<file path="config.mk">
export PLATFORM = sky130hd
export DESIGN_NAME = cpack_word_encoder
export DESIGN_NICKNAME = d
export VERILOG_FILES = /design/src/rtl/cpack_pkg.sv /design/src/rtl/cpack_dict_cmp.sv /design/src/rtl/cpack_word_encoder.sv
export SDC_FILE = /design/constraint.sdc
export NUM_CORES = 1
export LEC_CHECK = 0
export CAP_MARGIN = 0
export CORE_AREA = 2 2 251 253
export CTS_CLUSTER_SIZE = 40
export DETAILED_ROUTE_END_ITERATION = 16
export DIE_AREA = 0 0 253 255
export SYNTH_ARGS = -nofsm -noshare
export SYNTH_HDL_FRONTEND = slang
export SYNTH_SLANG_ARGS = --single-unit
</file>
<file path="constraint.sdc">
create_clock -name i_clk -period 12.93 [get_ports i_clk]
set_input_delay 3.879 -clock i_clk [delete_from_list [all_inputs] [get_ports i_clk]]
set_output_delay 3.879 -clock i_clk [all_outputs]
set_load 0.03 [all_outputs]
</file>
<file path="src/rtl/cpack_pkg.sv">
// Shared types and constants for the C-Pack word encoder.
// Code encodings, code-word lengths and the registered output bundle.
package cpack_pkg;

  localparam int CP_DATA_W = 32;
  localparam int CP_DEPTH  = 16;
  localparam int CP_IDX_W  = $clog2(CP_DEPTH);
  localparam int CP_CNT_W  = $clog2(CP_DEPTH + 1);
  localparam int CP_LEN_W  = 6;
  localparam int CP_LINE_W = 10;

  typedef enum logic [3:0] {
    ZZZZ = 4'b0000,
    XXXX = 4'b0001,
    MMMM = 4'b0010,
    MMXX = 4'b1100,
    ZZZX = 4'b1101,
    MMMX = 4'b1110
  } cpack_code_e;

  // Code-word lengths include the 2- or 4-bit code, the 4-bit index and the payload.
  localparam logic [CP_LEN_W-1:0] LEN_ZZZZ = 6'd2;
  localparam logic [CP_LEN_W-1:0] LEN_MMMM = 6'd6;
  localparam logic [CP_LEN_W-1:0] LEN_ZZZX = 6'd12;
  localparam logic [CP_LEN_W-1:0] LEN_MMMX = 6'd16;
  localparam logic [CP_LEN_W-1:0] LEN_MMXX = 6'd24;
  localparam logic [CP_LEN_W-1:0] LEN_XXXX = 6'd34;

  typedef struct packed {
    cpack_code_e            code;
    logic [CP_IDX_W-1:0]    idx;
    logic [CP_DATA_W-1:0]   payload;
    logic [CP_LEN_W-1:0]    len;
  } cpack_out_t;

endpackage

</file>
<file path="src/rtl/cpack_dict_cmp.sv">
// Combinational dictionary compare: full / upper-3-byte / upper-2-byte hits.
// Each hit reports the lowest valid entry index; entries at or above cnt_i are ignored.
module cpack_dict_cmp
  import cpack_pkg::*;
(
  input  logic [CP_DATA_W-1:0]          word_i,
  input  logic [CP_DATA_W*CP_DEPTH-1:0] dict_i,
  input  logic [CP_CNT_W-1:0]           cnt_i,
  output logic                          full_hit_o,
  output logic [CP_IDX_W-1:0]           full_idx_o,
  output logic                          b3_hit_o,
  output logic [CP_IDX_W-1:0]           b3_idx_o,
  output logic                          b2_hit_o,
  output logic [CP_IDX_W-1:0]           b2_idx_o
);

  logic [CP_DATA_W-1:0] entry;

  // Scanning downward lets the lowest matching index overwrite any higher one.
  always_comb begin
    full_hit_o = 1'b0;
    full_idx_o = '0;
    b3_hit_o   = 1'b0;
    b3_idx_o   = '0;
    b2_hit_o   = 1'b0;
    b2_idx_o   = '0;
    entry      = '0;
    for (int k = CP_DEPTH - 1; k >= 0; k--) begin
      entry = dict_i[k*CP_DATA_W +: CP_DATA_W];
      if (CP_CNT_W'(k) < cnt_i) begin
        if (entry == word_i) begin
          full_hit_o = 1'b1;
          full_idx_o = CP_IDX_W'(k);
        end
        if (entry[31:8] == word_i[31:8]) begin
          b3_hit_o = 1'b1;
          b3_idx_o = CP_IDX_W'(k);
        end
        if (entry[31:16] == word_i[31:16]) begin
          b2_hit_o = 1'b1;
          b2_idx_o = CP_IDX_W'(k);
        end
      end
    end
  end

endmodule

</file>
<file path="src/rtl/cpack_word_encoder.sv">
// C-Pack pattern-match stage: one word in, one code word out, 1-cycle latency.
// Single output register; accepts whenever it is empty or being drained this cycle.
module cpack_word_encoder
  import cpack_pkg::*;
#(
  parameter int DATA_WIDTH      = CP_DATA_W,
  parameter int WORDS_PER_ENTRY = CP_DEPTH,
  parameter int IDX_W           = $clog2(WORDS_PER_ENTRY)
) (
  input  logic                                  i_clk,
  input  logic                                  i_reset_n,
  input  logic                                  i_valid,
  output logic                                  o_ready,
  input  logic [DATA_WIDTH-1:0]                 i_word,
  input  logic [DATA_WIDTH*WORDS_PER_ENTRY-1:0] i_dict_data,
  output logic                                  o_dict_wr,
  output logic [DATA_WIDTH-1:0]                 o_dict_wdata,
  output logic                                  o_valid,
  input  logic                                  i_out_ready,
  output logic [3:0]                            o_code,
  output logic [IDX_W-1:0]                      o_idx,
  output logic [DATA_WIDTH-1:0]                 o_payload,
  output logic [CP_LEN_W-1:0]                   o_len,
  output logic                                  o_last,
  output logic [CP_LINE_W-1:0]                  o_line_bits
);

  logic                 full_hit, b3_hit, b2_hit;
  logic [CP_IDX_W-1:0]  full_idx, b3_idx, b2_idx;
  logic                 accept;
  logic [CP_LINE_W-1:0] line_sum;
  cpack_out_t           enc;

  cpack_out_t           out_q, out_d;
  logic                 vld_q, vld_d;
  logic                 last_q, last_d;
  logic [CP_LINE_W-1:0] line_bits_q, line_bits_d;
  logic [CP_LINE_W-1:0] acc_q, acc_d;
  logic [CP_IDX_W-1:0]  wcnt_q, wcnt_d;
  logic [CP_CNT_W-1:0]  dcnt_q, dcnt_d;

  cpack_dict_cmp u_cmp (
    .word_i     (i_word),
    .dict_i     (i_dict_data),
    .cnt_i      (dcnt_q),
    .full_hit_o (full_hit),
    .full_idx_o (full_idx),
    .b3_hit_o   (b3_hit),
    .b3_idx_o   (b3_idx),
    .b2_hit_o   (b2_hit),
    .b2_idx_o   (b2_idx)
  );

  // Priority order matters: zero patterns win over dictionary hits.
  always_comb begin
    enc = '{code: XXXX, idx: '0, payload: i_word, len: LEN_XXXX};
    if (i_word == '0) begin
      enc = '{code: ZZZZ, idx: '0, payload: '0, len: LEN_ZZZZ};
    end else if (full_hit) begin
      enc = '{code: MMMM, idx: full_idx, payload: '0, len: LEN_MMMM};
    end else if (i_word[31:8] == 24'd0) begin
      enc = '{code: ZZZX, idx: '0, payload: {24'd0, i_word[7:0]}, len: LEN_ZZZX};
    end else if (b3_hit) begin
      enc = '{code: MMMX, idx: b3_idx, payload: {24'd0, i_word[7:0]}, len: LEN_MMMX};
    end else if (b2_hit) begin
      enc = '{code: MMXX, idx: b2_idx, payload: {16'd0, i_word[15:0]}, len: LEN_MMXX};
    end
  end

  assign o_ready      = !vld_q || i_out_ready;
  assign accept       = i_valid && o_ready;
  assign o_dict_wr    = accept && (enc.code == XXXX || enc.code == MMXX || enc.code == MMMX);
  assign o_dict_wdata = i_word;
  assign line_sum     = acc_q + CP_LINE_W'(enc.len);

  always_comb begin
    out_d       = out_q;
    vld_d       = vld_q;
    last_d      = last_q;
    line_bits_d = line_bits_q;
    acc_d       = acc_q;
    wcnt_d      = wcnt_q;
    dcnt_d      = dcnt_q;
    if (accept) begin
      out_d  = enc;
      vld_d  = 1'b1;
      last_d = (wcnt_q == CP_IDX_W'(CP_DEPTH - 1));
      wcnt_d = wcnt_q + 1'b1;
      if (wcnt_q == CP_IDX_W'(CP_DEPTH - 1)) begin
        line_bits_d = line_sum;
        acc_d       = '0;
      end else begin
        acc_d = line_sum;
      end
    end else if (i_out_ready) begin
      vld_d = 1'b0;
    end
    // Count tracks the dictionary fill level; once full the FIFO overwrites in place.
    if (o_dict_wr && dcnt_q != CP_CNT_W'(CP_DEPTH)) begin
      dcnt_d = dcnt_q + 1'b1;
    end
  end

  always_ff @(posedge i_clk or negedge i_reset_n) begin
    if (!i_reset_n) begin
      out_q       <= '{code: ZZZZ, idx: '0, payload: '0, len: '0};
      vld_q       <= 1'b0;
      last_q      <= 1'b0;
      line_bits_q <= '0;
      acc_q       <= '0;
      wcnt_q      <= '0;
      dcnt_q      <= '0;
    end else begin
      out_q       <= out_d;
      vld_q       <= vld_d;
      last_q      <= last_d;
      line_bits_q <= line_bits_d;
      acc_q       <= acc_d;
      wcnt_q      <= wcnt_d;
      dcnt_q      <= dcnt_d;
    end
  end

  assign o_valid     = vld_q;
  assign o_code      = out_q.code;
  assign o_idx       = out_q.idx;
  assign o_payload   = out_q.payload;
  assign o_len       = out_q.len;
  assign o_last      = last_q;
  assign o_line_bits = line_bits_q;

endmodule

</file>
==> results.yml <==
clock_tree:
  postCtsHoldBufs: 0
  cts_setup_buffers: 0
  clock_path_buffers: 2
  cts_made_buffers: 9
  clkSinkCount: 73
  cts-resized-gates: 0
  cts_tree: "yes"
  clkSlewWorstSetupHoldPaths_ns: 0.06
  cts_root_buffer: "clkbuf_16"
  htree_levels: 3
  clk_latency_ns: 0.36
power_and_ir_drop:
  p_per_area_nw_per_um2: 74.2
  max-vdd-ir-drop_uv: 96.2
  power_uw: 1330
  p_leak_uw: 0.00630
yosys:
  synth_cell_type_count: 71
  synthArstFlopShare_pct: 100
  synth_edf_count: 0
  synth.mux.area_fraction_pct: 0.723
  yosys_warnings: 0
  synth_seq_area_share_pct: 17.0
  syn_area_um2: 10700
  synth-xor-area-share_pct: 42.9
  synth-seq-cells: 73
  synthAdderAreaFrac_pct: 1.12
  synth_simple_gate_area_share_pct: 21.0
  synth_cells: 1279
  synth-compound-area-share_pct: 9.35
  ys.flop_type: "dfrtp_1"
  synth_top_family_by_area: "XOR/XNOR gates"
  avgSynthCellArea_um2: 8.39
route:
  wl_per_cell_um: 23.6
  dr_wl_met2_mm: 31.3
  dr.max_layer_used: "met5"
  wl_met3_mm: 3.91
  remaining_drc_errors: 0
  num_vias: 11900
  wl_met1_mm: 25.8
  dr.pass1.iters: 5
  via_per_inst: 4.49
  drt_iter0_markers: 621
  totalWireLength_mm: 62.6
  ant_nets: 0
setup_path:
  ff2ff_path_depth: 17
  r2r_end: "o_line_bits[9]$_DFFE_PN0P_"
  r2r-start: "dcnt_q[4]$_DFFE_PN0P_"
  cpPeakStageDelay_ns: 0.97
  path_max_fanout: 17
  arrival_ns: 8.12
  cp_slowest_cell: "clkdlybuf4s50_1"
  end_kind: "output pin"
  path_cells: "clkdlybuf4s50_1 -> xor2_1 -> nor4_1 -> nand2_1 -> nor4_1 -> nand4b_1 -> nor4_1 -> nand2_1 -> inv_1 -> clkdlybuf4s50_1"
  cpMostUsedCell: "nor4_1"
  worst_ep_required_time_ns: 9.05
  crit_type: "input port to output pin"
  startpoint_type: "input port"
  rrSetupSlack_ns: 7.40
die:
  rows: 92
  io_pins: 640
  dieHeight_um: 255
  die_w_um: 253
  dieArea_um2: 64500
  core-area_um2: 62200
  start_util_pct: 17.3
sta:
  max_freq_mhz: 83.4
  hold_viol: 0
  slew_viol_final: 0
  skew_ns: 0.00849
  finalSetupViolCount: 0
  worst_slew_pin_slew_ns: 1.08
  fin_crit_ns: 12.00
  fin_crit_sh_pct: 92.8
  tns_ns: 0
  rsz0062_at_grt: "no"
  slew_headroom_pct: 27.8
placed_design:
  dp.cells: 2636
  postPlaceCellArea_um2: 17600
  place.gp.congestion: 0.976
  hpwl_mm: 53.7
  port_buffers: 637
layout:
  nets: 2405
  synthToLayoutAreaGrowth_pct: 66.5
  post-route-util_pct: 28.7
  instances_no_fill: 2653
  stdcell_area_um2: 17900
  drive_above_1_share_pct: 4.86
  fill_cells: 6692
status:
  outcome: "finished clean"
hold_path:
  min_to: "wcnt_q[3]$_DFFE_PN0P_"
  hold_start: "wcnt_q[3]$_DFFE_PN0P_"
  hold_depth: 1
  hold_path_class: "flop to flop"
flow_run:
  drv_cap: 0
global_routing:
  grt_pass1_wl_mm: 86.9
  grt_pass1_vias: 12600
  grt-ovfl-total: 0
  grt_max_degree: 74
  antenna_found_initial: 4
  grt_use_total_pct: 18.6
## cell usage in the layout, fill, tap and decap left out, drive strengths merged, types with 25 or more instances in the layout
master	synthesis	layout
a22o	39	39
buf	106	48
clkdlybuf4s50	0	626
dfrtp	73	73
nand2	61	61
nand3	25	25
nand4	90	90
nor2	55	55
nor3	25	25
nor4	69	69
o21ai	30	30
xnor2	305	305
xor2	220	220
## cells in the mapped netlist (4+ instances only)
library cell | instances | area share (%)
nand2_1 | 60 | 2.1
inv_1 | 14 | 0.49
nor3_2 | 4 | 0.37
xnor2_1 | 305 | 25
nand3_1 | 25 | 1.2
nor2b_1 | 6 | 0.35
nand4b_1 | 6 | 0.49
a21oi_1 | 10 | 0.47
nor2_1 | 55 | 1.9
xor2_1 | 220 | 18
buf_2 | 27 | 1.3
ha_1 | 8 | 0.93
nor3_1 | 21 | 0.98
nor3b_1 | 4 | 0.28
and3_1 | 9 | 0.52
or4_1 | 10 | 0.70
buf_4 | 72 | 5.0
or2_2 | 8 | 0.47
mux2_2 | 5 | 0.52
o211ai_1 | 4 | 0.28
nor4_1 | 68 | 4.0
clkbuf_1 | 11 | 0.38
buf_6 | 7 | 0.73
and2_1 | 6 | 0.35
nand4_1 | 89 | 5.2
dfrtp_1 | 73 | 17
a22o_1 | 39 | 3.2
o21bai_1 | 4 | 0.28
or3_1 | 5 | 0.29
nand2b_1 | 7 | 0.41
o21ai_0 | 28 | 1.3
a211oi_1 | 6 | 0.42
## sequential cells by signal, summed over array words and instances (netlist names)
signal and flops:
wcnt_q 4, o_valid 1, o_code 3, dcnt_q 5, o_last 1, o_payload 32, acc_q 9, o_idx 4
o_line_bits 9, o_len 5
## logic make-up after synthesis
logic type,Yosys count
xor+xnor,525
fa+ha+maj,9
other cells,1
simple gates,398
mux,7
buf+inv,131
compound gates,135
flops,73
## worst max path at each step
stage | from | cells after the start | end | slack [ns]
floorplan | i_word[18] | 10 | o_dict_wr | 3.15
global placement | i_word[9] | 10 | o_dict_wr | 0.87
detailed placement | i_word[13] | 10 | o_dict_wr | 0.80
CTS | i_word[13] | 10 | o_dict_wr | 0.84
global route | i_word[13] | 10 | o_dict_wr | 0.61
finish | i_word[9] | 10 | o_dict_wr | 0.93
## worst max-delay path: cells and delay by family
kind	cells	cell delay, ns
buffers and inverters	3	1.75
AND/OR/NAND/NOR	6	2.08
XOR/XNOR	1	0.38
## routing by layer
layer	vias to the layer above	global-route usage [%]
met3	76	3.10
met5	-	0
met4	2	5.14
met2	572	33.7
li1	5568	-
met1	5697	22.6
## metrics by stage
stage / hold slack [ns] / setup slack [ns]
after floorplan: 0.438 / 3.15
after global placement: 0.451 / 0.868
after detailed placement: 0.472 / 0.802
after CTS: 0.486 / 0.838
after global routing: 0.495 / 0.614
final: 0.481 / 0.935
## cell type report
type / instances / area [um2] / area share, %
Multi-Input combinational cell: 1076 / 8060 / 45.1
Tap cell: 799 / 1000 / 5.60
Inverter: 14 / 52.6 / 0.294
Sequential cell: 73 / 1830 / 10.2
Clock inverter: 7 / 77.6 / 0.434
Antenna cell: 1 / 2.50 / 0.0140
Timing Repair Buffer: 674 / 6610 / 37.0
Clock buffer: 9 / 225 / 1.26
## power breakdown
group / total (uW) / switching (uW) / internal (uW)
clock: 268 / 116 / 151
combinational: 719 / 356 / 363
sequential: 339 / 60.5 / 278
total: 1330 / 533 / 793
No activity file was read; power rests on OpenSTA's default activity.
